===== src/rtl/nn_frame_driver.sv =====
// nn_frame_driver
//   Host-side driver for the jet-tagging network (dense x4 + softmax).
//   Gathers INPUT_SIZE feature words one per handshake into a registered
//   parallel vector. It launches the network with a one-cycle pulse and waits
//   for the rising edge of the network's result strobe. It then returns the
//   argmax class and its score on a valid/ready port. A watchdog aborts a
//   frame whose result never arrives.
//
// Ports
//   clk              in   clock, all logic on posedge
//   reset            in   asynchronous active-high reset
//   s_valid          in   feature word valid
//   s_ready          out  driver accepts a feature (LOAD only)
//   s_data           in   feature word (signed fixed point, stored as-is)
//   net_input_ready  out  one-cycle launch pulse to the network
//   net_input_data   out  assembled feature vector, entry i at [i*WIDTH +: WIDTH]
//   net_output_ready in   network result strobe (rising edge is the event)
//   net_output_data  in   softmax outputs, entry i at [i*WIDTH +: WIDTH]
//   m_valid          out  result valid
//   m_ready          in   result accepted
//   m_class          out  argmax index
//   m_score          out  winning softmax value
//   timeout_err      out  one-cycle pulse when the watchdog aborts a frame
module nn_frame_driver #(
    parameter int WIDTH       = 4,
    parameter int NFRAC       = 2,
    parameter int INPUT_SIZE  = 16,
    parameter int OUTPUT_SIZE = 5,
    parameter int TIMEOUT     = 1023
) (
    input  logic                           clk,
    input  logic                           reset,
    input  logic                           s_valid,
    output logic                           s_ready,
    input  logic [WIDTH-1:0]               s_data,
    output logic                           net_input_ready,
    output logic [WIDTH*INPUT_SIZE-1:0]    net_input_data,
    input  logic                           net_output_ready,
    input  logic [WIDTH*OUTPUT_SIZE-1:0]   net_output_data,
    output logic                           m_valid,
    input  logic                           m_ready,
    output logic [$clog2(OUTPUT_SIZE)-1:0] m_class,
    output logic [WIDTH-1:0]               m_score,
    output logic                           timeout_err
);

    localparam int CLS_W = $clog2(OUTPUT_SIZE);
    localparam int IDX_W = (INPUT_SIZE > 1) ? $clog2(INPUT_SIZE) : 1;
    localparam int WD_W  = $clog2(TIMEOUT + 1);

    // NFRAC only documents the fixed-point format shared with the network.
    if (TIMEOUT < 1 || NFRAC < 0 || NFRAC > WIDTH) begin : g_param_check
        $error("nn_frame_driver: TIMEOUT must be >= 1 and 0 <= NFRAC <= WIDTH");
    end

    typedef enum logic [2:0] {
        ST_IDLE,
        ST_LOAD,
        ST_LAUNCH,
        ST_WAIT,
        ST_RESULT
    } state_t;

    state_t                          state_q, state_d;
    logic [IDX_W-1:0]                idx_q, idx_d;
    logic [WD_W-1:0]                 wdog_q, wdog_d;
    logic                            out_rdy_q, out_rdy_d;
    logic [WIDTH*INPUT_SIZE-1:0]     data_q, data_d;
    logic [CLS_W-1:0]                cls_q, cls_d;
    logic [WIDTH-1:0]                score_q, score_d;

    logic                            out_rise;
    logic [CLS_W-1:0]                best_idx;
    logic [WIDTH-1:0]                best_val;

    // Argmax with strict '>' so ties keep the lowest index. Softmax outputs
    // are non-negative, so the comparison is unsigned.
    always_comb begin
        best_idx = '0;
        best_val = net_output_data[WIDTH-1:0];
        for (int i = 1; i < OUTPUT_SIZE; i++) begin
            if (net_output_data[i*WIDTH +: WIDTH] > best_val) begin
                best_val = net_output_data[i*WIDTH +: WIDTH];
                best_idx = CLS_W'(i);
            end
        end
    end

    // A level left high from an earlier frame is never a new result.
    assign out_rise  = net_output_ready && !out_rdy_q;
    assign out_rdy_d = net_output_ready;

    always_comb begin
        state_d         = state_q;
        idx_d           = idx_q;
        wdog_d          = wdog_q;
        data_d          = data_q;
        cls_d           = cls_q;
        score_d         = score_q;
        s_ready         = 1'b0;
        net_input_ready = 1'b0;
        m_valid         = 1'b0;
        timeout_err     = 1'b0;

        case (state_q)
            ST_IDLE: begin
                state_d = ST_LOAD;
            end

            ST_LOAD: begin
                s_ready = 1'b1;
                if (s_valid) begin
                    for (int i = 0; i < INPUT_SIZE; i++) begin
                        if (idx_q == IDX_W'(i)) begin
                            data_d[i*WIDTH +: WIDTH] = s_data;
                        end
                    end
                    if (idx_q == IDX_W'(INPUT_SIZE - 1)) begin
                        idx_d   = '0;
                        state_d = ST_LAUNCH;
                    end else begin
                        idx_d = idx_q + 1'b1;
                    end
                end
            end

            ST_LAUNCH: begin
                net_input_ready = 1'b1;
                wdog_d          = '0;
                state_d         = ST_WAIT;
            end

            ST_WAIT: begin
                // The Nth WAIT cycle sees wdog_q == N-1, so the abort lands
                // on WAIT cycle TIMEOUT. A result edge in that cycle wins.
                wdog_d = wdog_q + 1'b1;
                if (out_rise) begin
                    cls_d   = best_idx;
                    score_d = best_val;
                    state_d = ST_RESULT;
                end else if (wdog_q == WD_W'(TIMEOUT - 1)) begin
                    timeout_err = 1'b1;
                    state_d     = ST_LOAD;
                end
            end

            ST_RESULT: begin
                m_valid = 1'b1;
                if (m_ready) begin
                    state_d = ST_LOAD;
                end
            end

            default: begin
                state_d = ST_IDLE;
            end
        endcase
    end

    always_ff @(posedge clk or posedge reset) begin
        if (reset) begin
            state_q   <= ST_IDLE;
            idx_q     <= '0;
            wdog_q    <= '0;
            out_rdy_q <= 1'b0;
            data_q    <= '0;
            cls_q     <= '0;
            score_q   <= '0;
        end else begin
            state_q   <= state_d;
            idx_q     <= idx_d;
            wdog_q    <= wdog_d;
            out_rdy_q <= out_rdy_d;
            data_q    <= data_d;
            cls_q     <= cls_d;
            score_q   <= score_d;
        end
    end

    assign net_input_data = data_q;
    assign m_class        = cls_q;
    assign m_score        = score_q;

endmodule


===== config.mk =====
export PLATFORM = sky130hd
export DESIGN_NAME = nn_frame_driver
export DESIGN_NICKNAME = d
export VERILOG_FILES = /design/src/rtl/nn_frame_driver.sv
export SDC_FILE = /design/constraint.sdc
export NUM_CORES = 1
export LEC_CHECK = 0
export CORE_MARGIN = 2
export CORE_UTILIZATION = 46
export CTS_BUF_LIST = sky130_fd_sc_hd__clkbuf_4 sky130_fd_sc_hd__clkbuf_8 sky130_fd_sc_hd__clkbuf_16
export CTS_CLUSTER_DIAMETER = 40
export DETAILED_ROUTE_END_ITERATION = 12
export HOLD_SLACK_MARGIN = 0.06
export PLACE_DENSITY = 0.77
export SLEW_MARGIN = 30
export SYNTH_ARGS = -nofsm -noshare
export SYNTH_HDL_FRONTEND = slang
export SYNTH_SLANG_ARGS = --single-unit

===== constraint.sdc =====
create_clock -name clk -period 2.5 [get_ports clk]
set_input_delay 0.25 -clock clk [delete_from_list [all_inputs] [get_ports clk]]
set_output_delay 0.25 -clock clk [all_outputs]
set_load 0.01 [all_outputs]

[After elaboration in Yosys (flattened, before gate mapping)]
Index checks and enable logic that the tools add are counted.
Storage, ports and cells
  bits of input ports: 29
  word-level logic and storage cells: 98
  register bits: 89
Operators by class
  add/sub/neg operators: 2
  magnitude comparators: 4
  reduce and logical (&&, ||, !) cells: 24
  mux-type cells: 22
  equal/unequal tests: 24
Operators by type and width (number)
  3-bit AND reduction: 16
  4-bit == test, second input constant: 8
  3-bit two-way mux: 8
  4-bit two-way mux: 5
  10-bit one-hot mux with 2 select lines: 1
  4-bit by 3-bit == test with 1-bit output, second input constant: 4
  4-bit greater-than comparator: 4
  3-bit one-hot mux with 5 select lines: 1
  10-bit by 1-bit adder with 10-bit output, second input constant: 1
  10-bit == test, second input constant: 1
  4-bit by 2-bit == test with 1-bit output, second input constant: 2
  1-bit two-way mux: 7
  3-bit by 2-bit == test with 1-bit output, second input constant: 2
  2-bit != test, second input constant: 3
  4-bit by 1-bit adder with 4-bit output, second input constant: 1
  4-bit by 1-bit == test with 1-bit output, second input constant: 1
  4-bit zero test: 1
  2-bit AND reduction: 2
  4-bit AND reduction: 1
  3-bit by 1-bit == test with 1-bit output, second input constant: 1
  3-bit == test, second input constant: 1
  3-bit zero test: 1
  3-bit != test, second input constant: 1
  2-bit nonzero test: 1
  2 further kinds: 2

[Logic depth before layout (Yosys ltp)]
  word-level depth: 8
  mapped depth: 33
  depth with buffers taken out: 33

[Worst setup path after synthesis]
No wires, ideal clock.
  path kind: input -> register
  start point: input net_output_data[3]
  end point: register cls_q[1], in the netlist m_class[1]
  data required time: 2.382 ns
  arrival: 5.790 ns
  stages: 30
  setup time: 0.118 ns
  setup slack: -3.408 ns
  path buffers: 0
  cells stage by stage: inv_1 -> ha_1 -> and2_2 -> o21ai_4 -> a21oi_4 -> nand2_1 -> o21ai_0 -> inv_1 -> ha_1 -> nand2_1 -> nor2_1 -> a31o_2 -> or3_1 -> a211oi_4 -> mux2i_1 -> ha_1 -> a21oi_1 -> a21oi_1 -> a211oi_1 -> o41a_1 -> and2_0 -> mux2_4 -> ha_1 -> o21ai_0 -> nand2b_1 -> a21oi_1 -> a41oi_1 -> or2_2 -> a21oi_1 -> a21o_1
Between the ends
  cells in the longest elaborated chain, start to end: 8
RTL lines
  start, declared: line 39  | input logic [WIDTH*OUTPUT_SIZE-1:0] net_output_data,
  4-bit greater-than comparator: line 82  | if (net_output_data[i*WIDTH +: WIDTH] > best_val) begin
  4-bit two-way mux (*): line 82
  4-bit greater-than comparator: line 82
  4-bit two-way mux: line 82
  4-bit greater-than comparator: line 82
  4-bit two-way mux: line 82
  4-bit greater-than comparator: line 82
  3-bit two-way mux (*): line 82
  end signal, assigned: line 175  | cls_q <= cls_d;
  end, declared: line 69  | logic [CLS_W-1:0] cls_q, cls_d;
Mark *: on every way between the ends. The rest lies on a longest branch, timed or not.
A chain may end at the register's enable or synchronous reset.

[Worst setup path after layout]
  start point: input net_output_data[1]
  end point: register cls_q[1], in the netlist m_class[1]
Same word-level chain as after synthesis.

==> flow_metrics.py <==
metrics = {
    "synthesis": {
        "synth_edf_count": 0,
        "syn_nets": 443,
        "synthArstFlopShare": 1.00,
        "synth_area_um2": 4520,
        "ys_top_cells_by_count": "dfrtp_1 (89), mux2_2 (68), nand2_1 (50), ha_1 (19), inv_1 (17)",
        "synth_area_leaders": "dfrtp_1 (49%), mux2_2 (17%), ha_1 (5.3%)",
        "ys_warn_count": 0,
        "syn-instance-count": 395,
        "synth_top_area_cell": "dfrtp_1",
        "synth_top_area_frac": 0.493,
        "synth-seq-cells": 89,
        "yosysUniqueCellTypes": 53,
        "synth_ff_type": "dfrtp_1",
        "seq_area_frac_synth": 0.493,
        "synth.most_common_cell": "dfrtp_1",
        "synth_area_per_cell_um2": 11.4,
    },
    "critical_path": {
        "arrival_ns": 5.61,
        "start_kind": "input port",
        "path_max_fanout": 5,
        "cp.required_ns": 2.74,
        "crit_path_end_kind": "register",
        "critPathMostFrequentCell": "ha_4",
        "slowest_stage": "or3_4",
        "cpPeakStageDelay_ns": 0.35,
        "critPathKind": "in2reg",
    },
    "power_and_ir_drop": {
        "irDropWorstVdd_uv": 516,
        "clockPowerShare": 0.139,
        "switching_share": 0.340,
        "power_density_nw_per_um2": 1040,
        "p_leak_uw": 0.00300,
        "seqPwrFrac": 0.348,
        "p_sw_uw": 2400,
        "internal_power_uw": 4660,
        "pwr-share-comb": 0.513,
    },
    "floorplanning": {
        "io_pins": 104,
        "rows": 36,
        "dieArea_um2": 10600,
        "core_um2": 9640,
        "initial_core_util": 0.468,
        "dieWidth_um": 103,
        "die_h_um": 103,
    },
    "grt": {
        "grt_pass1_vias": 3689,
        "grt_pass1_wl_mm": 18.3,
        "antenna_found_initial": 0,
        "grt_util_all_layers": 0.224,
        "grt_max_degree": 90,
        "grt.overflow.total": 0,
    },
    "timing": {
        "finalSetupViolations": 7,
        "max_freq_mhz": 186,
        "skew_ns": 0.00952,
        "tightestPinTransition_ns": 0.680,
        "fin_crit_sh": 2.15,
        "final.min_clock_period_ns": 5.36,
        "slew_viol_final": 0,
        "setup_ws_ns": -2.86,
        "rsz0062_at_grt": "yes",
        "tns_ns": -19.79,
        "hold_viol": 0,
        "max-slew-margin-rel": 0.545,
    },
    "routing": {
        "drtAntennaViolNets": 0,
        "routed_wirelength_mm": 12.2,
        "drc": 0,
        "viasPerCell": 5.38,
        "via_count": 3810,
        "drtIter0Drc": 164,
        "drt-pass1-iter-count": 6,
        "avgRoutedWirePerCell_um": 17.3,
    },
    "clock_network": {
        "cts_buffer_depth": 2,
        "insertion_delay_ns": 0.35,
        "h-tree-depth": 3,
        "tritoncts": "built",
        "clock_sinks": 89,
        "cts_root_buffer": "clkbuf_8",
        "cts_made_buffers": 9,
        "clk_pin_slew_ns": 0.09,
    },
    "final_layout": {
        "fillCellCount": 699,
        "fin_area_um2": 6790,
        "drive_above_1_share": 0.386,
        "final_nets": 618,
        "final_cells": 708,
        "n_antenna_cell": 0,
        "syn2layout_area_growth_pct": 50.3,
    },
    "job": {
        "maxCapViolations": 0,
    },
    "place": {
        "io_buffers": 103,
        "dpl-instance-area_um2": 6110,
        "dpl.cell_count": 662,
        "dp_hpwl_mm": 8.10,
        "gp_congestion": 0.885,
    },
    "outcome": {
        "status": "finished with violations",
        "violations": "setup timing",
    },
    "worst_hold_path": {
        "min_path_type": "in2async",
    },
}
## stage by stage
stage	power, uW	setup WS (ns)	hold slack (ns)	utilization
2_1_floorplan	4000	-2.93	0.281	-
3_3_place_gp	5640	-3.49	0.477	0.634
3_5_place_dp	5770	-3.87	0.485	0.634
4_1_cts	6890	-2.78	0.360	0.682
5_1_grt	7510	-3.03	0.370	0.704
6_report	7060	-2.86	0.368	0.704
## final timing paths
| kind | startpoint | endpoint | slack (ns) | cells after the start |
|---|---|---|---|---|
| worst max-delay path | net_output_data[1] | m_class[1] | -2.86 | 32 |
| worst min-delay path | reset | net_input_data[32] | 0.37 | 3 |
| worst max register to register | state_q[1] | net_input_data[61] | 0.61 | 5 |
| worst min register to register | wdog_q[9] | wdog_q[9] | 0.49 | 1 |
| max in group asynchronous | reset | net_input_data[54] | 1.78 | 3 |
| min in group clk | net_output_ready | out_rdy_q | 0.37 | 1 |
## flip-flops by register name, summed over array words and instances, names as in the netlist
signal and flops:
idx_q 4, net_input_data 64, out_rdy_q 1, wdog_q 10, m_class 3, state_q 3, m_score 4
## cell usage in the layout (no fill, tap or decap), drive strengths merged, types with 2 or more instances in the layout
cell / synthesis / routed
o21ai: 15 / 15
nor3: 9 / 9
o211ai: 2 / 2
nand2: 50 / 50
and2: 3 / 3
a32oi: 2 / 2
ha: 19 / 19
nand3: 9 / 9
a22o: 4 / 4
o2111ai: 2 / 2
dfrtp: 89 / 89
or2: 2 / 2
and3: 7 / 7
mux2i: 5 / 5
nand4: 3 / 3
xor2: 2 / 2
nor3b: 2 / 2
a211oi: 2 / 2
clkdlybuf4s50: 0 / 95
nand2b: 3 / 3
o221ai: 3 / 3
o22ai: 2 / 2
nor2: 11 / 11
buf: 1 / 79
nor2b: 14 / 14
clkinv: 0 / 2
or3: 4 / 4
clkbuf: 10 / 9
a21oi: 12 / 12
mux2: 71 / 71
clkinvlp: 0 / 3
inv: 17 / 18
a21o: 5 / 5
## area by class of cell
class / count / area (um2) / area share
clock inverters: 7 / 76.3 / 0.0112
inverters: 17 / 87.6 / 0.0129
multi-input cells: 278 / 2510 / 0.370
flip-flops and latches: 89 / 2230 / 0.328
repair buffers: 175 / 1600 / 0.235
clock buffers: 9 / 124 / 0.0183
well taps: 133 / 166 / 0.0245
## what timing repair did
item | CTS | global route
endpoints found under the setup margin | 7 | 8
resized for setup | 51 | 31
hold buffers | 0 | 0
setup buffers | 26 | 4
pin swaps | 22 | 24
cloned | 0 | 0
## metal layers
metal	wire, um	vias up	GRT usage
li1	-	1766	-
met1	4960	1856	0.270
met2	6240	159	0.395
met3	762	29	0.0542
met4	293	0	0.0698
met5	0	-	0
## worst max-delay path: cells and delay by family
| family | cells | cell delay, ns |
|---|---|---|
| compound gates | 13 | 2.03 |
| fa+ha+maj | 4 | 1.05 |
| buf+inv | 4 | 0.36 |
| mux | 2 | 0.61 |
| simple gates | 9 | 1.30 |
## cell families (layout without fill, tap and decap cells)
| family | Yosys count | count (layout) | share of synthesized area |
|---|---|---|---|
| buf+inv | 28 | 208 | 0.0241 |
| xor+xnor | 2 | 2 | 0.00388 |
| simple gates | 122 | 122 | 0.135 |
| fa+ha+maj | 19 | 19 | 0.0526 |
| flops | 89 | 89 | 0.493 |
| compound gates | 59 | 59 | 0.101 |
| mux | 76 | 76 | 0.191 |
## power by group through the flow
stage	Clock (uW)	Combinational, uW	Sequential [uW]
floorplan	0	1370	2630
global placement	0	3190	2450
detailed placement	0	3300	2480
CTS	1010	3430	2450
global route	1060	3910	2530
finish	982	3630	2460
Note: power is estimated with default switching activity, not from simulation.
